File: config.mk
export PLATFORM = sky130hd
export DESIGN_NAME = adder_subs_multicycle
export DESIGN_NICKNAME = d
export VERILOG_FILES = /design/src/rtl/adder_subs_multicycle.sv
export SDC_FILE = /design/constraint.sdc
export NUM_CORES = 1
export LEC_CHECK = 0
export CORE_ASPECT_RATIO = 1.2
export CORE_MARGIN = 5
export CORE_UTILIZATION = 35
export CTS_BUF_LIST = sky130_fd_sc_hd__clkbuf_16
export CTS_CLUSTER_DIAMETER = 120
export DETAILED_ROUTE_END_ITERATION = 10
export PLACE_DENSITY = 0.68
export SLEW_MARGIN = 10
export SYNTH_ARGS = -nofsm -noshare
export SYNTH_HDL_FRONTEND = slang
export SYNTH_SLANG_ARGS = --single-unit
File: constraint.sdc
create_clock -name clk -period 3.16 [get_ports clk]
set_input_delay 0.79 -clock clk [delete_from_list [all_inputs] [get_ports clk]]
set_output_delay 0.79 -clock clk [all_outputs]
set_load 0.05 [all_outputs]
File: src/rtl/adder_subs_multicycle.sv
`default_nettype none
// ============================================================================
// Module      : adder_subs_multicycle
// Description : WIDTH-bit adder/subtractor that walks the operands in
//               CHUNK-bit slices, LSB slice first, one slice per clock, with a
//               registered carry between slices. start/busy/done handshake,
//               carry-out and signed-overflow flags.
//               Optional macro ADDSUB_ACCUM_EN adds port acc: when set on an
//               accepted start, operand A is taken from the current result s.
// Revision    : 1.0 - initial release
// ============================================================================
module adder_subs_multicycle #(
  parameter int WIDTH = 16,
  parameter int CHUNK = 4
) (
  input  logic             clk,
  input  logic             rst,
  input  logic             start,
  input  logic [WIDTH-1:0] a,
  input  logic [WIDTH-1:0] b,
  input  logic             sel,
`ifdef ADDSUB_ACCUM_EN
  input  logic             acc,
`endif
  output logic             busy,
  output logic             done,
  output logic [WIDTH-1:0] s,
  output logic             co,
  output logic             ovf
);

  localparam int NCHUNK = WIDTH / CHUNK;
  localparam int IDXW   = (NCHUNK > 1) ? $clog2(NCHUNK) : 1;
  localparam logic [IDXW-1:0]  c_LAST       = IDXW'(NCHUNK - 1);
  localparam logic [WIDTH-1:0] c_SLICE_MASK = WIDTH'({CHUNK{1'b1}});

  typedef enum logic [1:0] {
    ST_IDLE = 2'd0,
    ST_RUN  = 2'd1,
    ST_DONE = 2'd2
  } state_t;

  state_t           r_state;
  state_t           w_next;
  logic [WIDTH-1:0] r_a;
  logic [WIDTH-1:0] r_b;        // B already inverted for subtract
  logic             r_carry;
  logic [IDXW-1:0]  r_idx;
  logic [WIDTH-1:0] r_s;
  logic             r_co;
  logic             r_ovf;

  logic             w_accept;
  logic [WIDTH-1:0] w_a_src;
  logic [31:0]      w_sh;
  logic [WIDTH-1:0] w_a_shift;
  logic [WIDTH-1:0] w_b_shift;
  logic [CHUNK-1:0] w_a_sl;
  logic [CHUNK-1:0] w_b_sl;
  logic [CHUNK:0]   w_sum_full;
  logic [CHUNK-1:0] w_sl;
  logic             w_c;
  logic             w_cin_msb;
  logic [WIDTH-1:0] w_s_merged;

  assign w_accept = (r_state == ST_IDLE) && start;

`ifdef ADDSUB_ACCUM_EN
  assign w_a_src = acc ? r_s : a;
`else
  assign w_a_src = a;
`endif

  // Select the active slice of each operand and add it with the stored carry
  assign w_sh       = 32'(r_idx) * 32'(CHUNK);
  assign w_a_shift  = r_a >> w_sh;
  assign w_b_shift  = r_b >> w_sh;
  assign w_a_sl     = w_a_shift[CHUNK-1:0];
  assign w_b_sl     = w_b_shift[CHUNK-1:0];
  assign w_sum_full = {1'b0, w_a_sl} + {1'b0, w_b_sl} + {{CHUNK{1'b0}}, r_carry};
  assign w_sl       = w_sum_full[CHUNK-1:0];
  assign w_c        = w_sum_full[CHUNK];
  // Carry into the slice MSB recovered from the MSB sum bit: s = a ^ b ^ cin
  assign w_cin_msb  = w_a_sl[CHUNK-1] ^ w_b_sl[CHUNK-1] ^ w_sl[CHUNK-1];
  assign w_s_merged = (r_s & ~(c_SLICE_MASK << w_sh)) | (WIDTH'(w_sl) << w_sh);

  // State register
  always_ff @(posedge clk) begin
    if (rst) begin
      r_state <= ST_IDLE;
    end else begin
      r_state <= w_next;
    end
  end

  // Next-state logic and handshake outputs
  always_comb begin
    w_next = r_state;
    busy   = 1'b0;
    done   = 1'b0;
    case (r_state)
      ST_IDLE: begin
        if (start) w_next = ST_RUN;
      end
      ST_RUN: begin
        busy = 1'b1;
        if (r_idx == c_LAST) w_next = ST_DONE;
      end
      ST_DONE: begin
        busy   = 1'b1;
        done   = 1'b1;
        w_next = ST_IDLE;
      end
      default: w_next = ST_IDLE;
    endcase
  end

  // Operand capture on accept, then one slice per RUN cycle
  always_ff @(posedge clk) begin
    if (rst) begin
      r_a     <= '0;
      r_b     <= '0;
      r_carry <= 1'b0;
      r_idx   <= '0;
      r_s     <= '0;
      r_co    <= 1'b0;
      r_ovf   <= 1'b0;
    end else if (w_accept) begin
      r_a     <= w_a_src;
      r_b     <= sel ? ~b : b;
      r_carry <= sel;
      r_idx   <= '0;
      r_s     <= '0;
      r_co    <= 1'b0;
      r_ovf   <= 1'b0;
    end else if (r_state == ST_RUN) begin
      r_s     <= w_s_merged;
      r_carry <= w_c;
      if (r_idx == c_LAST) begin
        // Index parks at 0 so non-power-of-two slice counts never overrun
        r_idx <= '0;
        r_co  <= w_c;
        r_ovf <= w_cin_msb ^ w_c;
      end else begin
        r_idx <= r_idx + IDXW'(1);
      end
    end
  end

  assign s   = r_s;
  assign co  = r_co;
  assign ovf = r_ovf;

endmodule
`default_nettype wire

# Word level (Yosys, flattened, before mapping)

Index checks and enable logic that the tools add are counted.
Widths: inputs -> output; s select.

Add/subtract/negate cells: 3
Eq/ne operators: 5
Shift-type cells: 4
Muxes and demuxes: 9
Bitwise logic cells: 7
Reduce and logical (&&, ||, !) cells: 7

Operators with widths:

| operator             | number |
|---|---|
| $not 16->16          | 2 |
| $shr 16x4->4         | 2 |
| $and 16x16->16       | 1 |
| $mux 16              | 1 |
| $or 16x16->16        | 1 |
| $shl 4x4->16         | 1 |
| $shl 4x4->16 const A | 1 |
| $mux 2               | 3 |
| $add 4x4->5          | 1 |
| $add 5x1->5          | 1 |
| $eq 2x2->1 const B   | 2 |
| $mux 1               | 4 |
| $ne 2x2->1 const B   | 2 |
| $pmux 2 s2           | 1 |
| $reduce_and 2->1     | 2 |
| $reduce_or 2->1      | 2 |
| $xor 1x1->1          | 3 |
| $add 2x1->2 const B  | 1 |
| $eq 2x1->1 const B   | 1 |
| $logic_not 2->1      | 1 |
| $reduce_bool 2->1    | 1 |
| $logic_and 1x1->1    | 1 |

Bits in registers: 55
Logic and storage cells: 43

# Logic depth before layout (Yosys ltp)

Gate-level depths: netlist of run 1.

Word-level depth: 5
Depth in mapped cells: 8

# Least setup slack after synthesis of run 1

Ideal clock, no wire load.

Path type: register to register
From: register r_idx[0]
To: register r_ovf, in the netlist ovf
Setup time: 0.091 ns
Arrival time: 2.656 ns
Data required time: 3.069 ns
Slack: 0.413 ns
Cell stages (with the launch flop): 9
Buffers on the path: 1
Period minus slack after synthesis: 2.747 ns
Cell sequence: dfxtp_1 -> buf_4 -> mux4_2 -> fa_1 -> fa_1 -> a21o_1 -> a21oi_2 -> xnor2_1 -> a311oi_1

Word-level cells in the longest chain between the ends: 5

Ends and longest elaborated chain:

| element                                | line   | RTL |
|---|---|---|
| start: declaration                     | 48     | `logic [IDXW-1:0] r_idx;` |
| start signal: assignment               | 145    | `r_idx <= r_idx + IDXW'(1);` |
| $shr 16x4->4, on equally long branches | 76, 77 |  |
| $add 4x4->5                            | 80     | `assign w_sum_full = {1'b0, w_a_sl} + {1'b0, w_b_sl} + {{CHUNK{1'b0}}, r_carry};` |
| $add 5x1->5                            | 80     |  |
| $xor 1x1->1                            | 84     | `assign w_cin_msb = w_a_sl[CHUNK-1] ^ w_b_sl[CHUNK-1] ^ w_sl[CHUNK-1];` |
| $xor 1x1->1                            | 143    | `r_ovf <= w_cin_msb ^ w_c;` |
| end signal: assignment                 | 143    |  |
| end: declaration                       | 51     | `logic r_ovf;` |

Several ways; a longest one is shown, not always the timed one.
A chain may end at the register's enable or synchronous reset.

# Worst setup path in the final report of run 1

Same ends and word-level chain as after synthesis.

==> results of run 1 <==
[worst reg2reg max path, stage by stage (launching register included)]
cell and delay, ps:
dfxtp_1 440, mux4_2 550, fa_1 440, fa_1 420
a21o_1 190, a21oi_2 200, xnor2_1 80, a311oi_1 250
[registers in the layout (all words and copies together), names as in the netlist]
name and cells:
r_b 16, s 16, r_carry 1, r_idx 2
co 1, r_a 16, r_state 2, ovf 1
[report_power, final]
part,total (mW),switching (mW),internal (mW)
logic,0.361,0.197,0.164
registers,0.770,0.0278,0.742
clock network,0.525,0.236,0.289
total,1.66,0.461,1.20
[logic make-up after synthesis]
logic type | after synthesis
buf+inv | 24
fa+ha+maj | 13
mux | 9
flops | 55
compound gates | 64
xor+xnor | 19
simple gates | 87
[layer usage]
layer,vias up,track usage [%]
li1,1041,-
met1,886,15.3
met2,35,22.3
met3,4,2.32
met4,0,3.19
met5,-,0
[layout make-up]
cell class              instances  area share, %
multi-input cells             192           39.7
flip-flops and latches         55           33.4
repair buffers                 62           18.7
clock buffers                   5           3.80
well taps                      90           3.42
inverters                       5          0.569
clock inverters                 3          0.493
[path summary, 6_finish.rpt]
kind	slack, ps	start	endpoint
worst min register to register	450	s[11]	s[11]
worst max register to register	490	r_idx[0]	ovf
worst max-delay path	490	r_idx[0]	ovf
worst min-delay path	450	s[11]	s[11]
[layout by cell type (no fill, tap or decap), drive strengths merged]
cell,Yosys,layout
nor3,5,5
and2,1,1
buf,12,7
nand2,42,42
ha,11,11
nor2,32,32
o21ai,5,5
a211oi,17,17
nand3,4,4
clkinv,0,1
dfxtp,55,55
a22oi,12,12
a21o,3,3
clkinvlp,0,1
xnor2,17,17
mux2i,1,1
xor2,2,2
mux4,8,8
a31oi,1,1
clkbuf,7,5
a21oi,24,24
a311oi,2,2
nand2b,3,3
fa,2,2
clkdlybuf4s50,0,55
inv,5,6
[per-stage QoR]
stage	hold slack (ps)	std cells	power (mW)	worst slack (ps)	instance area, um^2
detailed placement	448	404	1.15	500	3160
global route	479	412	1.74	357	3300
global placement	450	404	1.15	572	3160
CTS	457	412	1.67	477	3300
finish	455	412	1.66	492	3300
floorplan	433	271	1.03	413	2530
==> metrics, run 1 <==
Core Footprint 0.00715 mm^2; mux cell area share after synthesis 7.52%; vias per cell 4.77; Post-CTS Hold Buffers 0; Net Count, Synth 320; clk_lat worst skew 290 ps; P&R area growth vs syn 30.4%; clock root cell clkbuf_16; GPL Wtd Cong 0.799; critical path peak fanout 4; final setup fails 0; status finished, final reports clean; CP endpoint kind register; syn_area_per_cell 9.33 um^2; Setup CP Type register to register; CTS tree done; number of filler cells placed in the layout 715; Post-Synth Simple-Gate Area 14.1%; Hold Crit Depth 2; RSZ-0062 raised after global routing no; Hold Violations, Final 0; total die area 0.00903 mm^2; CTS max path bufs 2; largest net degree at the start of global routing 40; Tightest Pin Transition 626 ps; post-cts gate resize count 0; area of the multi-input gates 0.00131 mm^2; top cell type's share of synthesized area 43.5%; MaxCap Viol Count 0; FFs w/ async S/R, synth 0%; IO Port Bufs 55; top post-synthesis cells by area dfxtp_1, mux4_2, nand2_1; register area share after synthesis 43.5%; WP data arrival 2860 ps; Power Density 502 mW/mm^2; CP cell instances mux4_2, fa_1, fa_1, a21o_1, a21oi_2, xnor2_1, a311oi_1; VDD IR max 0.000221 V; combinational family with the most area after synthesis compound AO/OA/AOI/OAI gates; Fmax 375 MHz; Synth area leader dfxtp_1; CTS Buf Count 5; share of post-route cells with drive strength above 1 8.39%; Routed Antenna Nets 0; kind of cell adding the most delay to the critical path adder cells; Seq cells post-synth 55; post-DP HPWL 4130 um; Final #Nets 370; number of flops mapped to enable cells by yosys 0; 1st-iter DRT viols 78; first-pass GRT wire length 8930 um; clk slew on worst S/H paths 70 ps; initial antenna violation count 0; crit share post-route 84.4%; cell row count 34; CP Buf/Inv Count 0; final core occ 46.1%; Setup TNS 0 ps; XOR/XNOR Fraction of Synth Area 6.58%; # IOs 56; met3 WL 211 um; # diodes 0; Max Clock Skew 7.27 ps; drt drc 0; Leakage 1.18 nW; Slew headroom 58.3%; Netlist cell types 30; DR pass1 iterations 4; Register-to-Register Path Depth 7; Clock Sinks 55; Starting Density 35.4%; kind of start point of the critical path register; stages on the worst setup path 7; H-Tree Level Count 2; routed len/inst 12.9 um; Tot GR Track Use 12.5%; total wire length 5330 um; Most used DFF post-synth dfxtp_1; Setup Buffers After CTS 0; Top Layer Used met4; number of global-route vias before repair 1928; final max-slew violation count 0; Hold WC Path Type register to register; Critical Path RT 3350 ps; area of the mapped netlist 0.00253 mm^2; Die Ht 103 um; register area 0.00110 mm^2; top-count cell post-synth dfxtp_1; Crit-path slowest cell mux4_2; min Tclk post-route 2670 ps; DRT met1 WL 2290 um; DIE WIDTH 87.6 um; CP dominant cell by count fa_1; GRT overflow 0; list of most frequent post-synthesis cells dfxtp_1, nand2_1, nor2_1, a21oi_1; Synth Area in Adders 7.03%; YS warnings 0; WL met2 2800 um; Synth Area in Compound Gates 16.5%; via count 1966; Cells after Synth 271; crit-path max cell delay 550 ps
Power figures use the tool's default switching activity.
==> run 2, diff against run 1 <==
--- a/config.mk
+++ b/config.mk
@@ -11,7 +11,7 @@
 export CTS_BUF_LIST = sky130_fd_sc_hd__clkbuf_16
 export CTS_CLUSTER_DIAMETER = 120
 export DETAILED_ROUTE_END_ITERATION = 10
-export PLACE_DENSITY = 0.68
+export PLACE_DENSITY = 0.7
 export SLEW_MARGIN = 10
 export SYNTH_ARGS = -nofsm -noshare
 export SYNTH_HDL_FRONTEND = slang
==> constraint.sdc (replaced) <==
create_clock -name clk -period 2.4 [get_ports clk]
set_input_delay 0.6 -clock clk [delete_from_list [all_inputs] [get_ports clk]]
set_output_delay 0.6 -clock clk [all_outputs]
set_load 0.05 [all_outputs]
==> metrics, run 2 (synthesized netlist as in run 1, its figures left out) <==
min Tclk post-route 2390 ps; IO Port Bufs 55; Power Density 704 mW/mm^2; Setup TNS 0 ps; Fmax 419 MHz; 1st-iter DRT viols 66; setup ws final 13.1 ps; Leakage 1.23 nW; total die area 0.00903 mm^2; Clock Sinks 55; # diodes 0; Hold WC Path Type register to register; Core Footprint 0.00715 mm^2; CTS tree done; Tot Pwr 2.39 mW; clk_lat worst skew 290 ps; Max Clock Skew 4.57 ps; internal power 1.77 mW; Setup CP Type register to register; most frequent cells in the layout dfxtp_1, clkdlybuf4s50_1, nand2_1; P&R area growth vs syn 34.1%; Die Ht 103 um; crit-path max cell delay 510 ps; first-pass GRT wire length 8800 um; Hold Violations, Final 0; clock share of power 36.7%; switching share of power 26.0%; Flop pwr share 42.4%; final max-slew violation count 0; CP endpoint kind register; kind of cell adding the most delay to the critical path adder cells; CP Buf/Inv Count 0; final setup fails 0; largest net degree at the start of global routing 40; Design Area, Final 0.00339 mm^2; kind of start point of the critical path register; post-DP HPWL 4090 um; clock root cell clkbuf_16; Post-CTS Hold Buffers 0; total wire length 5320 um; DIE WIDTH 87.6 um; CP cell instances mux4_2, fa_2, fa_2, a21o_1, a21oi_2, xnor2_1, a311oi_1; Logic pwr share 20.9%; Critical Path RT 2600 ps; Final #Nets 375; Tot GR Track Use 12.2%; via count 1996; CP dominant cell by count fa_2; CTS Buf Count 5; status finished, final reports clean; H-Tree Level Count 2; number of filler cells placed in the layout 704; WP data arrival 2590 ps; critical path peak fanout 4; Routed Antenna Nets 0; initial antenna violation count 0; dpl ws 19.2 ps; Sw Pwr 0.621 mW; GPL Wtd Cong 0.813; Tightest Pin Transition 501 ps; vias per cell 4.79; cell row count 34; Starting Density 35.4%; share of post-route cells with drive strength above 1 11.9%; # IOs 56; MaxCap Viol Count 0; CTS max path bufs 2; DR pass1 iterations 4; GRT overflow 0; commonest non-fill, non-tap cell in the layout dfxtp_1; Placement Cell Area 0.00319 mm^2; VDD IR max 0.000416 V; drt drc 0; Slew headroom 66.5%; crit share post-route 99.5%; routed len/inst 12.8 um; RSZ-0062 raised after global routing yes; Crit-path slowest cell mux4_2; number of global-route vias before repair 1935; clk slew on worst S/H paths 70 ps
[run 2: changes by cell type in the layout (fill, tap and decap cells not counted), sizes merged]
cell	previous run	this run
buf	7	14
bufinv	0	1
inv	6	5
clkinv	1	0
clkdlybuf4s50	55	53
clkbuf	5	6
[run 2: per-layer routing]
layer  vias to the layer above  global-route usage, %  share of wire [%]
li1                       1039                      -                  -
met1                       906                   13.9                 41
met2                        46                   22.7                 53
met3                         5                   3.20                6.0
met4                         0                   2.60               0.68
met5                         -                      0                  0
[run 2: what timing repair did]
item | 4_1_cts | 5_1_grt
resized for setup | 0 | 1
setup endpoints to repair | 0 | 9
hold endpoints to repair | 0 | 0
buffers inserted | 0 | 1
[run 2: power by group through the flow]
| stage | sequential, mW | combinational (mW) | clock [mW] |
|---|---|---|---|
| 6_report | 1.01 | 0.498 | 0.877 |
| 5_1_grt | 1.02 | 0.551 | 0.932 |
| 4_1_cts | 1.01 | 0.500 | 0.894 |
| 3_5_place_dp | 1.03 | 0.496 | 0 |
| 3_3_place_gp | 1.03 | 0.491 | 0 |
| 2_1_floorplan | 1.04 | 0.327 | 0 |
[run 2: worst paths after layout]
path | start | end | slack (ps) | cells past startpoint
worst min register to register | r_a[11] | r_a[11] | 450 | 2
worst min-delay path | r_a[11] | r_a[11] | 450 | 2
worst max register to register | r_idx[0] | ovf | 10 | 7
worst max-delay path | r_idx[0] | ovf | 10 | 7
[run 2: cell type report]
cell class	instances	area, um^2	area share [%]
flip-flops and latches	55	1100	32.6
multi-input cells	192	1320	38.9
well taps	90	113	3.32
inverters	5	18.8	0.553
repair buffers	67	648	19.1
clock inverters	2	37.5	1.11
clock buffers	6	150	4.43
[run 2: worst reg2reg max path, cell delays in order (launching register included)]
cell      delay, ps
dfxtp_4         370
mux4_2          520
fa_2            390
fa_2            370
a21o_1          180
a21oi_2         190
xnor2_1          80
a311oi_1        200
[run 2: metrics by stage]
step                      std cells  hold slack (ps)  utilization, %
final                           417              453            47.5
after global routing            417              480            47.5
after CTS                       416              453            47.3
after detailed placement        408              444            44.6
after global placement          408              441            44.6
after floorplan                 271              433               -
==> RTL change (flow settings as in run 1) <==
Register the output `s` once more; this adds one clock of latency there. The other outputs are not delayed to match.
--- a/src/rtl/adder_subs_multicycle.sv
+++ b/src/rtl/adder_subs_multicycle.sv
@@ -147,7 +147,9 @@
     end
   end
 
-  assign s   = r_s;
+  always_ff @(posedge clk) begin
+    s <= r_s;
+  end
   assign co  = r_co;
   assign ovf = r_ovf;
 
Formal check against the unedited RTL: not equivalent (Yosys sat finds a counterexample within 4 cycles, from zero or initial values and one cycle with rst high).
==> RTL change against run 1 <==
Synthesized area up 13%. Critical endpoint unchanged. Non-clock buffer count unchanged. Power up 53%. Combinational power up 8.0%. Routed wire length up 11%. Setup slack worse by 68 ps. Final area up 16%. Core utilization up 1.5 points. Sequential cell count up 16. Synthesized cell count up 5.9%. First-iteration DRC count down 23%.
==> RTL change: results <==
{
  "crit_fanout": 6,
  "hold_start": "r_s[13]",
  "arrival_ps": 2970,
  "fin_cells": 441,
  "yosysSeqAreaShare_pct": 49.8,
  "met3_length_um": 298,
  "outcome": "completed",
  "vias": 2059,
  "grt_pass1_vias": 2013,
  "fin_skew_ps": 4.06,
  "relSlewSlack_pct": 58.4,
  "place_congestion": 0.788,
  "synthTopCellsByCount": "dfxtp_1 (71), nand2_1 (42), nor2_1 (33)",
  "min_to": "s[13]",
  "pre_cts_ws_ps": 403,
  "synth_adder_area_share_pct": 6.23,
  "final_nets": 390,
  "synth_cells": 287,
  "synth_compound_area_share_pct": 14.0,
  "ctsHtreeMaxLevel": 3,
  "fmaxAchievable_mhz": 365,
  "dp_cells": 425,
  "muxShareOfSynthArea_pct": 7.37,
  "synth_area_leaders": "dfxtp_1 (50%), mux4_2 (6.3%), nand2_1 (5.5%)",
  "drive_gt1_share_pct": 10.1,
  "max_stage_delay_ps": 570,
  "worst_ir_drop_vdd_uv": 291,
  "synth_cell_type_count": 29,
  "grt_util_met2_pct": 23.1,
  "dp_hpwl_um": 4380,
  "rows": 36
}
RTL change: cell types whose count changed in the layout (fill, tap and decap cells not counted), moves of 3 or more:
cell,change
clkbuf_16,+4
o21ai_0,+5
o21ai_1,-4
dfxtp_1,+16
nor3_1,-4
bufinv_16,+3
and3_1,+4
RTL change: worst max-delay path: cells and delay by family (launching register included):
| family | cells | cell delay [ps] |
|---|---|---|
| xor+xnor | 1 | 90 |
| compound gates | 3 | 610 |
| flops | 1 | 500 |
| mux | 1 | 570 |
| fa+ha+maj | 2 | 870 |
RTL change: layout make-up:
class,instances,area [sq um]
Clock buffer,9,225
Sequential cell,71,1420
Inverter,5,18.8
Timing Repair Buffer,62,616
Tap cell,95,119
Multi-Input combinational cell,192,1310
Clock inverter,7,128
Fill cell,748,4220
RTL change: report_power, final:
group          leakage, nW  internal (mW)  total, mW  switching, mW
combinational        0.691          0.176      0.390          0.214
clock                0.173          0.782       1.17          0.383
sequential           0.579          0.951      0.983         0.0320
total                 1.44           1.91       2.54          0.629
